===== config.mk =====
export PLATFORM = sky130hd
export DESIGN_NAME = bluetooth_rx_handler
export DESIGN_NICKNAME = d
export VERILOG_FILES = /design/src/rtl/fsm_bluetooth.sv /design/src/rtl/bluetooth_rx.sv /design/src/rtl/bluetooth_rx_handler.sv
export SDC_FILE = /design/constraint.sdc
export NUM_CORES = 1
export LEC_CHECK = 0
export ABC_CLOCK_PERIOD_IN_PS = 2600
export CORE_MARGIN = 2
export CORE_UTILIZATION = 55
export CTS_BUF_LIST = sky130_fd_sc_hd__clkbuf_16
export DETAILED_ROUTE_END_ITERATION = 8
export PLACE_DENSITY = 0.77
export SYNTH_ARGS = -nofsm -noshare
export SYNTH_HDL_FRONTEND = slang
export SYNTH_HIERARCHICAL = 1
export SYNTH_SLANG_ARGS = --single-unit
export TNS_END_PERCENT = 50

===== constraint.sdc =====
create_clock -name clk -period 2.6 [get_ports clk]
set_clock_uncertainty 0.05 [all_clocks]
set_input_delay 0.52 -clock clk [delete_from_list [all_inputs] [get_ports clk]]
set_output_delay 0.52 -clock clk [all_outputs]
set_load 0.005 [all_outputs]

===== src/rtl/fsm_bluetooth.sv =====
// Shared state encodings and constants for the Bluetooth UART receive path.
package fsm_bluetooth;

  typedef enum logic [2:0] {
    RX_IDLE,
    RX_START,
    RX_DATA,
    RX_STOP,
    RX_CLEANUP
  } state_rx_bit;

  typedef enum logic {
    F_WAIT,
    F_DATA
  } state_rx_frame;

  localparam logic [7:0] DATA_MARKER = 8'h44;

endpackage


===== src/rtl/bluetooth_rx.sv =====
// 8N1 UART receiver: 2-FF synchroniser on the line, then a bit-level FSM that
// centre-samples each bit and reports one byte (or a stop-bit error) per frame.
module bluetooth_rx
  import fsm_bluetooth::*;
#(
  parameter int CLKS_PER_BIT = 434
) (
  input  logic       clk,
  input  logic       rst_n,
  input  logic       rx,
  output logic [7:0] rx_byte,
  output logic       byte_valid,
  output logic       byte_err,
  output logic       busy
);

  localparam int TW = $clog2(CLKS_PER_BIT);
  localparam logic [TW-1:0] HALF_BIT = TW'((CLKS_PER_BIT - 1) / 2);
  localparam logic [TW-1:0] LAST_CLK = TW'(CLKS_PER_BIT - 1);

  state_rx_bit   state;
  logic          sync1;
  logic          sync2;
  logic [TW-1:0] timer;
  logic [2:0]    bit_cnt;
  logic [7:0]    shift;

  // Valid/ready contract: byte_valid and byte_err are single-cycle pulses with
  // no back-pressure; rx_byte holds the last good byte until the next one.
  always_ff @(posedge clk or negedge rst_n) begin
    if (!rst_n) begin
      sync1      <= 1'b1;
      sync2      <= 1'b1;
      state      <= RX_IDLE;
      timer      <= '0;
      bit_cnt    <= '0;
      shift      <= '0;
      rx_byte    <= '0;
      byte_valid <= 1'b0;
      byte_err   <= 1'b0;
    end else begin
      sync1      <= rx;
      sync2      <= sync1;
      byte_valid <= 1'b0;
      byte_err   <= 1'b0;
      case (state)
        RX_IDLE: begin
          timer   <= '0;
          bit_cnt <= '0;
          if (!sync2) state <= RX_START;
        end
        RX_START: begin
          // A start bit that is gone by mid-bit was a glitch.
          if (timer == HALF_BIT) begin
            timer <= '0;
            state <= sync2 ? RX_IDLE : RX_DATA;
          end else begin
            timer <= timer + 1'b1;
          end
        end
        RX_DATA: begin
          if (timer == LAST_CLK) begin
            timer   <= '0;
            shift   <= {sync2, shift[7:1]};
            bit_cnt <= bit_cnt + 1'b1;
            if (bit_cnt == 3'd7) state <= RX_STOP;
          end else begin
            timer <= timer + 1'b1;
          end
        end
        RX_STOP: begin
          if (timer == LAST_CLK) begin
            timer <= '0;
            if (sync2) begin
              rx_byte    <= shift;
              byte_valid <= 1'b1;
              state      <= RX_IDLE;
            end else begin
              byte_err <= 1'b1;
              state    <= RX_CLEANUP;
            end
          end else begin
            timer <= timer + 1'b1;
          end
        end
        RX_CLEANUP: begin
          if (sync2) state <= RX_IDLE;
        end
        default: state <= RX_IDLE;
      endcase
    end
  end

  assign busy = (state != RX_IDLE);

endmodule


===== src/rtl/bluetooth_rx_handler.sv =====
// Bluetooth link receive handler: splits received bytes into commands and
// marker-prefixed data frames, assembling MSB-first samples with a wrapping index.
module bluetooth_rx_handler
  import fsm_bluetooth::*;
#(
  parameter int CLKS_PER_BIT = 434,
  parameter int N_BITS       = 32,
  parameter int N_SAMPLES    = 256,
  parameter int TIMEOUT_CLKS = 50000
) (
  input  logic                         clk,
  input  logic                         rst_n,
  input  logic                         RX,
  output logic [7:0]                   out_cmd,
  output logic                         out_cmd_valid,
  output logic [N_BITS-1:0]            out_data,
  output logic                         out_data_valid,
  output logic [$clog2(N_SAMPLES)-1:0] out_index,
  output logic                         out_block_done,
  output logic                         out_frame_err,
  output logic                         out_busy
);

  localparam int IW    = $clog2(N_SAMPLES);
  localparam int BYTES = N_BITS / 8;
  localparam int BCW   = $clog2(BYTES + 1);
  localparam int TOW   = $clog2(TIMEOUT_CLKS + 1);
  localparam logic [BCW-1:0] LAST_BYTE   = BCW'(BYTES - 1);
  localparam logic [IW-1:0]  LAST_SAMPLE = IW'(N_SAMPLES - 1);
  localparam logic [TOW-1:0] TMO_LIMIT   = TOW'(TIMEOUT_CLKS);

  logic [7:0]        rx_byte;
  logic              rx_valid;
  logic              rx_err;
  logic              rx_busy;
  state_rx_frame     frame_state;
  logic [BCW-1:0]    byte_cnt;
  logic [N_BITS-1:0] acc;
  logic [N_BITS-1:0] acc_next;
  logic [IW-1:0]     sample_cnt;
  logic [TOW-1:0]    tmo;

  bluetooth_rx #(
    .CLKS_PER_BIT(CLKS_PER_BIT)
  ) u_rx (
    .clk       (clk),
    .rst_n     (rst_n),
    .rx        (RX),
    .rx_byte   (rx_byte),
    .byte_valid(rx_valid),
    .byte_err  (rx_err),
    .busy      (rx_busy)
  );

  // Truncating the concatenation shifts the oldest byte out of the top.
  assign acc_next = N_BITS'({acc, rx_byte});

  always_ff @(posedge clk or negedge rst_n) begin
    if (!rst_n) begin
      frame_state    <= F_WAIT;
      byte_cnt       <= '0;
      acc            <= '0;
      sample_cnt     <= '0;
      tmo            <= '0;
      out_cmd        <= '0;
      out_cmd_valid  <= 1'b0;
      out_data       <= '0;
      out_data_valid <= 1'b0;
      out_index      <= '0;
      out_block_done <= 1'b0;
      out_frame_err  <= 1'b0;
    end else begin
      out_cmd_valid  <= 1'b0;
      out_data_valid <= 1'b0;
      out_block_done <= 1'b0;
      out_frame_err  <= 1'b0;
      if (rx_err) begin
        // A corrupted byte poisons any partial sample; commands are unaffected.
        out_frame_err <= 1'b1;
        frame_state   <= F_WAIT;
        byte_cnt      <= '0;
        acc           <= '0;
        tmo           <= '0;
      end else begin
        case (frame_state)
          F_WAIT: begin
            if (rx_valid) begin
              if (rx_byte == DATA_MARKER) begin
                byte_cnt    <= '0;
                acc         <= '0;
                tmo         <= '0;
                frame_state <= F_DATA;
              end else begin
                out_cmd       <= rx_byte;
                out_cmd_valid <= 1'b1;
              end
            end
          end
          F_DATA: begin
            if (rx_valid) begin
              tmo <= '0;
              acc <= acc_next;
              if (byte_cnt == LAST_BYTE) begin
                out_data       <= acc_next;
                out_index      <= sample_cnt;
                out_data_valid <= 1'b1;
                if (sample_cnt == LAST_SAMPLE) begin
                  sample_cnt     <= '0;
                  out_block_done <= 1'b1;
                end else begin
                  sample_cnt <= sample_cnt + 1'b1;
                end
                frame_state <= F_WAIT;
              end else begin
                byte_cnt <= byte_cnt + 1'b1;
              end
            end else if (tmo == TMO_LIMIT) begin
              out_frame_err <= 1'b1;
              tmo           <= '0;
              frame_state   <= F_WAIT;
            end else begin
              tmo <= tmo + 1'b1;
            end
          end
          default: frame_state <= F_WAIT;
        endcase
      end
    end
  end

  assign out_busy = rx_busy || (frame_state == F_DATA);

endmodule


==> flow_summary.json <==
{
  "combPwrFrac_pct": 1.1,
  "cts.sinks": 139,
  "power.internal_w": 0.00343,
  "postRouteAntennaNets": 0,
  "dieArea_sq_mm": 0.0117,
  "syn_nets": 537,
  "rsz0062_at_grt": "yes",
  "relSlewSlack_pct": 33.1,
  "ir_worst_vdd_uv": 454,
  "start_kind": "flip-flop",
  "utilization_pct": 67.8,
  "setup.worst_path.end_class": "output port",
  "cts_buffers": 17,
  "syn_area_sq_mm": 0.00599,
  "fp.dieH_um": 108,
  "setup_slack_ns": 0.0495,
  "synth.largest_area_cell": "dfrtp_1",
  "initial_utilization_pct": 55.8,
  "remaining_drc_errors": 0,
  "ys.flop_type": "dfrtp_1",
  "p_sw_w": 0.00106,
  "synth-async-reset-ratio_pct": 100,
  "critPathArrivalTime_ns": 1.98,
  "p_clk_share_pct": 50.6,
  "swShare_pct": 23.5,
  "outcome": "completed",
  "io_buffers": 55,
  "p_leak_nw": 3.25,
  "detail_route.wl_per_cell_um": 16.0,
  "hold_path.class": "in2async",
  "sequentialPowerShare_pct": 48.3,
  "path_class": "reg2out",
  "maxCapViolCount": 0,
  "dp_hpwl_mm": 7.71,
  "synth_top_family_by_area": "simple AND/OR/NAND/NOR gates",
  "grt_use_total_pct": 21.9,
  "insertedDiodeCount": 0,
  "synth.distinct_cells": 54,
  "synth_simple_gate_area_share_pct": 13.7,
  "synthMuxAreaShare_pct": 12.4,
  "hold_violations": 0,
  "multi_input_area_sq_mm": 0.00237,
  "slew_viol_final": 0,
  "max_freq_mhz": 392,
  "grt_pass1_vias": 3991,
  "num_vias": 4156,
  "mostFrequentLayoutCells": "dfrtp_1, nand2_1, mux2_2, clkdlybuf4s50_1, o21ai_0",
  "io_pins": 56,
  "clk_latency_ns": 0.41,
  "overflow": 0,
  "detail_route.iter0.violations": 243,
  "wl_mm": 11.7,
  "worstMarginPinSlew_ns": 1.00,
  "cts_setup_buffers": 0,
  "powerDensity_mw_per_mm2": 616,
  "cts_tree": "yes",
  "crit_required_ns": 2.03,
  "num-fill-cells": 791,
  "cts_buffer_depth": 2,
  "htreeDepth": 4,
  "grt_pass1_wl_mm": 19.8,
  "postCtsHoldBufs": 0,
  "clk_pin_slew_ns": 0.07,
  "final_net_count": 596,
  "clockRootBuffer": "clkbuf_16",
  "fin_crit_ns": 2.55,
  "synth-compound-area-share_pct": 9.50,
  "critPathMaxFanout": 8,
  "fin_crit_sh_pct": 98.1,
  "synth_xor_area_share_pct": 1.46,
  "drive_gt1_share_pct": 21.1,
  "synth_edf_count": 0,
  "grt_max_degree": 66,
  "synth_top_area_share_pct": 57.2,
  "viasPerCell": 5.65,
  "ys_ff_latch": 139,
  "first_pass_iters": 4,
  "register_area_sq_mm": 0.00348,
  "rows": 38,
  "coreArea_sq_mm": 0.0107,
  "layout_commonest_cell": "dfrtp_1",
  "dieWidth_um": 108,
  "netlist_instances": 524,
  "dpl_worst_slack_ns": 0.128,
  "finalSetupViolations": 0,
  "avgSynthCellArea_sq_um": 11.4,
  "synth_area_leaders": "dfrtp_1, mux2_2, nand2_1",
  "ys_seq_area_share_pct": 58.1,
  "synth_fa_ha_area_share_pct": 2.09,
  "syn_to_final_growth_pct": 21.6,
  "gp_congestion": 0.876,
  "yosysWarnings": 6,
  "antenna_found_initial": 0
}
[routing by layer]
metal,vias up,global-route usage [%],routed length [um],share of wire [%]
met5,-,0,0,0
met3,6,5.18,468,4.0
met1,2076,30.3,5350,46
met2,100,34.8,5850,50
li1,1974,-,-,-
met4,0,6.68,72,0.61
[sequential cells by signal (all words and copies together), names as in the netlist, 3 cells and up]
signal	cells
sample_cnt	8
acc	24
out_index	8
u_rx/timer	9
u_rx/state	3
tmo	16
out_cmd	8
u_rx/bit_cnt	3
u_rx/shift	8
byte_cnt	3
out_data	32
u_rx/rx_byte	8
[critical path, stage by stage, from the launching register on]
cell             delay (ns)
dfrtp_2                0.44
or3_4                  0.40
or2_2                  0.28
clkdlybuf4s50_1        0.44
[what timing repair did]
item                                   4_1_cts  5_1_grt
gates cloned                                 0        0
endpoints found under the hold margin        0        0
resized for setup                            1        3
setup endpoints to repair                    1        2
[final cells by class]
class                      instances  area share (%)
inverter                          16           0.824
clock inverter                    15            1.79
clock buffer                      17            5.84
tap                              140            2.40
sequential                       139            47.8
timing repair buffer              64            8.84
multi-input combinational        345            32.5
[synthesized netlist by cell type (all sizes together), types with 8 or more instances]
cell type  number
clkbuf         16
xnor2           8
mux2           66
nor3            9
buf             8
a21oi          18
dfrtp         137
a31oi          10
nand2          76
o21ai          50
inv            16
nor2           17
nand3          15
ha             10
[stage by stage]
| step | cell area, sq um | total power [W] | hold slack (ns) | cells | setup TNS, ns |
|---|---|---|---|---|---|
| after floorplan | 5990 | 0.00221 | 0.174 | 524 | 0 |
| after global placement | 6720 | 0.00226 | 0.297 | 704 | 0 |
| after detailed placement | 6720 | 0.00226 | 0.301 | 704 | 0 |
| after CTS | 7280 | 0.00453 | 0.0529 | 736 | 0 |
| after global routing | 7290 | 0.00463 | 0.0718 | 736 | -0.00452 |
| final | 7290 | 0.00449 | 0.0222 | 736 | 0 |
[power groups by stage]
stage	registers [W]	logic [W]	clock network, W
finish	0.00217	0.0000499	0.00227
global route	0.00217	0.0000605	0.00241
CTS	0.00217	0.0000539	0.00230
detailed placement	0.00221	0.0000537	0
global placement	0.00221	0.0000525	0
floorplan	0.00221	0.0000000327	0
[final timing paths]
path	start	endpoint	slack [ns]	cells past startpoint
worst max-delay path	u_rx/state[1]	out_busy	0.05	3
worst min-delay path	rst_n	out_index[5]	0.02	1
worst max register to register	u_rx/rx_byte[7]	byte_cnt[0]	0.43	5
worst min register to register	u_rx/sync1	u_rx/sync2	0.31	0
max in group asynchronous	rst_n	acc[10]	1.84	2
min in group clk	u_rx/sync1	u_rx/sync2	0.31	0
[logic make-up after synthesis]
group,count (synthesis)
mux,66
flops,139
compound gates,99
xor+xnor,10
simple gates,160
fa+ha+maj,10
buf+inv,40
No activity file was read; power rests on OpenSTA's default activity.
